--- src/rtl/mul_div_unit.sv ---
// Multicycle signed multiply/divide engine: one bit per cycle on operand magnitudes,
// signs applied in a final fix-up cycle, HI/LO loaded only at the end of that cycle.
module mul_div_unit #(
    parameter int WIDTH = 32
) (
    input  logic             clck,
    input  logic             reset,
    input  logic             start_mult,
    input  logic             start_div,
    input  logic [WIDTH-1:0] a,
    input  logic [WIDTH-1:0] b,
    output logic             busy,
    output logic             done,
    output logic             div_zero,
    output logic [WIDTH-1:0] hi,
    output logic [WIDTH-1:0] lo
);

    localparam int CW = (WIDTH > 1) ? $clog2(WIDTH) : 1;

    typedef enum logic [2:0] {IDLE, MUL, DIV, DZ, FIX, DONE} state_t;

    state_t             state, state_nx;
    logic [CW-1:0]      count;
    logic               is_div, neg_res, neg_rem, dz_flag;
    logic [WIDTH-1:0]   abs_a, abs_b;
    logic [WIDTH:0]     mag_b;
    // opa is the shifting multiplicand for MUL and the dividend/quotient register for DIV
    logic [2*WIDTH-1:0] opa;
    logic [2*WIDTH-1:0] acc;
    logic [WIDTH-1:0]   rem;
    logic [WIDTH+1:0]   trial;
    logic               fits;
    logic               last;

    always_comb begin
        abs_a = a[WIDTH-1] ? -a : a;
        abs_b = b[WIDTH-1] ? -b : b;
        last  = (count == CW'(WIDTH - 1));
        // Both top bits clear means the trial subtraction did not borrow
        trial = {1'b0, rem, opa[WIDTH-1]} - {1'b0, mag_b};
        fits  = ~|trial[WIDTH+1:WIDTH];
    end

    always_comb begin
        state_nx = state;
        case (state)
            IDLE: begin
                if (start_mult)
                    state_nx = MUL;
                else if (start_div)
                    state_nx = (b == '0) ? DZ : DIV;
            end
            MUL, DIV: if (last) state_nx = FIX;
            DZ:       state_nx = DONE;
            FIX:      state_nx = DONE;
            DONE:     state_nx = IDLE;
            default:  state_nx = IDLE;
        endcase
    end

    always_comb begin
        busy     = (state == MUL) || (state == DIV) || (state == FIX) || (state == DZ);
        done     = (state == DONE);
        div_zero = (state == DONE) && dz_flag;
    end

    always_ff @(posedge clck) begin
        if (reset) begin
            state   <= IDLE;
            count   <= '0;
            is_div  <= 1'b0;
            neg_res <= 1'b0;
            neg_rem <= 1'b0;
            dz_flag <= 1'b0;
            mag_b   <= '0;
            opa     <= '0;
            acc     <= '0;
            rem     <= '0;
            hi      <= '0;
            lo      <= '0;
        end else begin
            state <= state_nx;
            case (state)
                IDLE: begin
                    if (start_mult || start_div) begin
                        is_div  <= !start_mult;
                        neg_res <= a[WIDTH-1] ^ b[WIDTH-1];
                        neg_rem <= a[WIDTH-1];
                        dz_flag <= !start_mult && (b == '0);
                        mag_b   <= {1'b0, abs_b};
                        opa     <= {{WIDTH{1'b0}}, abs_a};
                        acc     <= '0;
                        rem     <= '0;
                        count   <= '0;
                    end
                end
                MUL: begin
                    if (mag_b[0])
                        acc <= acc + opa;
                    opa   <= opa << 1;
                    mag_b <= mag_b >> 1;
                    count <= count + CW'(1);
                end
                DIV: begin
                    rem   <= fits ? trial[WIDTH-1:0] : {rem[WIDTH-2:0], opa[WIDTH-1]};
                    opa   <= {opa[2*WIDTH-2:0], fits};
                    count <= count + CW'(1);
                end
                FIX: begin
                    if (is_div) begin
                        lo <= neg_res ? -opa[WIDTH-1:0] : opa[WIDTH-1:0];
                        hi <= neg_rem ? -rem : rem;
                    end else begin
                        {hi, lo} <= neg_res ? -acc : acc;
                    end
                end
                default: ;
            endcase
        end
    end

endmodule
--- config.mk ---
export PLATFORM = sky130hd
export DESIGN_NAME = mul_div_unit
export DESIGN_NICKNAME = d
export VERILOG_FILES = /design/src/rtl/mul_div_unit.sv
export SDC_FILE = /design/constraint.sdc
export NUM_CORES = 1
export LEC_CHECK = 0
export ABC_AREA = 1
export BUFFER_PORTS_ARGS = -buffer_cell sky130_fd_sc_hd__buf_2
export CAP_MARGIN = 20
export CORE_UTILIZATION = 57
export CTS_CLUSTER_DIAMETER = 120
export DETAILED_ROUTE_END_ITERATION = 8
export HOLD_SLACK_MARGIN = 0.06
export PLACE_DENSITY = 0.88
export SLEW_MARGIN = 15
export SYNTH_ARGS = -nofsm -noshare
export SYNTH_HDL_FRONTEND = slang
export SYNTH_SLANG_ARGS = --single-unit
export TNS_END_PERCENT = 100
--- constraint.sdc ---
create_clock -name clck -period 2.3 [get_ports clck]
set_input_delay 0.69 -clock clck [delete_from_list [all_inputs] [get_ports clck]]
set_output_delay 0.69 -clock clck [all_outputs]
set_load 0.005 [all_outputs]
==> metrics.txt <==
critical path startpoint category register; Synth Instances 4203; max-cap viol count 0; syn_nets 4375; failing checks setup timing; clock buffer depth 3; Num CTS Buffers 34; Fmax 423 MHz; hold_buf cts 0; drt pass-1 iters 7; Fill cells 3545; flop-to-flop setup slack -60 ps; first-pass GRT wire length 144000 µm; synthesized flop and latch total 268; Worst Max-Slew Pin Slew 604 ps; crit path from mag_b[16]; clk sinks 268; cell chain of the critical path inv_1 > ha_2 > nand2_1 > nor2_2 > nand2_1 > nand2_1 > inv_2 > nand2_4 > nand2_4 > nand2_8 > nand3_4 > clkbuf_16 > nand2_1 > nand3_1 > a21oi_1; worst setup margin -62.5 ps; Antenna Cells 0; Via-to-Cell Ratio 5.97; Setup TNS -1140 ps; CP arrival 2850 ps; crit-path max FO 9; fin nets 4712; WHS Path Cells 2; Crit. End Element register; Crit path required time 2790 ps; WL/cell 18.8 µm; status finished with violations; vias in the first global route 27558; Power Dens Cells 864 nW/µm²; Pwr Total 25.8 mW; GP Congestion 1.07; Worst-Skew Late Latency 570 ps; Synth cell types 55; CTS Root Cell clkbuf_16; register area share after synthesis 22.3%; Tcrit/Tclk final 103%; ys async rst share 0%; Area after DPL 27300 µm²; Initial Util 58.4%; R2R depth 15; VDD IR max 729 µV; skew final 21.5 ps; largest net degree at the start of global routing 110; die area 43000 µm²; Slew Limit Fails 0; initial DRC count 3881; Syn Std Cell Area 24100 µm²; Fin Hold WS 476 ps; Congestion Overflow GR 0; Final setup viols 30; Core Region 41200 µm²; HP Class reg2reg; Design Area, Final 29900 µm²; Avg Cell Area, Syn 5.72 µm²; post-placement cell count 5024; die height 207 µm; pre-CTS setup slack -200 ps; critical path endpoint rem[14]; DIE WIDTH 207 µm; HPWL after DPL 71600 µm; Final Hold Viols 0; H-tree depth 2; RSZ-0062 raised after global routing yes; post-route ant nets 0; CP max stage delay 380 ps; final core utilization 72.5%; DRC 0; EDFF count, synth 0; FF-to-FF End rem[14]; Synth Flop Type dfxtp_1; R2R Path Start mag_b[16]; routed wire length 95700 µm; most frequent cell on the critical path nand2_1; Slowest-stage cell, CP ha_2; share of post-route cells with drive strength above 1 19.8%; site row count 74; clock transition at the registers of the reported paths 60 ps; # IOs 135; synthesis-to-layout area growth 24.1%; Post-Layout Cell Count 5098; most common cell after layout, fill and taps aside nand2_1; routed vias 30435; relative max-transition margin 59.7%; Tot GR Track Use 42.0%; fin crit period 2360 ps; most frequent cells in the layout nand2_1 (1138), inv_1 (527), nor2_1 (425), a21oi_1 (355), nand3_1 (291); CTS tree done; CP Class reg2reg; synth warn 0; Leakage 14.4 nW; initial antenna violation count 1; Port Buffers 134
-- state kept, by name, indices dropped and copies added (netlist names) --
signal	count
acc	64
count	5
dz_flag	1
hi	32
is_div	1
lo	32
mag_b	32
neg_rem	1
neg_res	1
opa	64
rem	32
state	3
-- cell usage after synthesis (7+ instances only) --
cell      instances  area share (%)
a31oi_1          36            0.94
xnor2_1          18            0.66
a21boi_0         16            0.50
a21oi_1         401             8.3
xor2_1           33             1.2
nor2_1          475             7.4
nor3_1           56             1.2
nand3_2          13            0.54
or2_2            20            0.52
o21ai_1           8            0.17
o21bai_1         11            0.34
a21oi_2          15            0.55
o22ai_1          13            0.34
clkbuf_1         93             1.5
nand2_2           8            0.21
nand3b_1         37             1.2
nand4_1          52             1.4
o21ai_0         289             6.0
inv_1           533             8.3
dfxtp_1         268              22
buf_4             7            0.22
nand2_4          17            0.80
nor2_2            9            0.23
buf_2            22            0.46
inv_2            20            0.31
ha_1            102             5.3
buf_1            11            0.17
nor4_1           11            0.29
nand3_1         317             6.6
o211ai_1         31            0.97
nand2_1        1195              19
-- final cells by class --
| class | instances | area, µm² | area share [%] |
|---|---|---|---|
| sequential | 268 | 5420 | 18.1 |
| clock inverter | 9 | 75.1 | 0.251 |
| clock buffer | 53 | 1090 | 3.64 |
| tap | 532 | 666 | 2.23 |
| multi-input combinational | 3238 | 17200 | 57.6 |
| inverter | 559 | 2110 | 7.06 |
| timing repair buffer | 439 | 3310 | 11.1 |
-- logic make-up after synthesis --
group	after synthesis	share of synthesized area, %
xor gates and xnor gates	51	1.86
buffers and inverters	697	11.3
adders and majority gates	104	5.47
AOI/OAI and AO/OA	854	19.3
DFF	268	22.3
and+or+nand+nor	2229	39.7
-- power by group --
group,internal (mW),switching (mW),total (mW)
logic,4.90,9.16,14.1
clock network,3.36,2.28,5.64
registers,5.45,0.668,6.12
-- how the worst min path moves through the flow --
stage	from	endpoint	slack, ps
after floorplan	count[4]	count[4]	450
final	opa[63]	opa[63]	480
after global placement	count[4]	count[4]	450
after detailed placement	opa[63]	opa[63]	470
after global routing	a[27]	opa[27]	490
after CTS	opa[63]	opa[63]	470
-- layer usage --
metal,track usage [%],up-vias,routed length [µm]
li1,-,14360,-
met1,52.0,13682,36400
met2,66.3,1865,40900
met3,9.35,524,10500
met4,26.5,4,7830
met5,0,-,27
-- timing repair --
item                                    4_1_cts  5_1_grt
buffers inserted                              3        8
pin swaps                                    11       47
gates resized for setup                      32      306
cloned                                        1        1
endpoints found under the setup margin       49      118
-- critical path, delay by kind of cell, from the launching register on --
family,cells,cell delay (ps)
fa+ha+maj,1,380
flops,1,370
buf+inv,3,340
compound gates,1,140
simple gates,10,1060
Power figures use the tool's default switching activity.
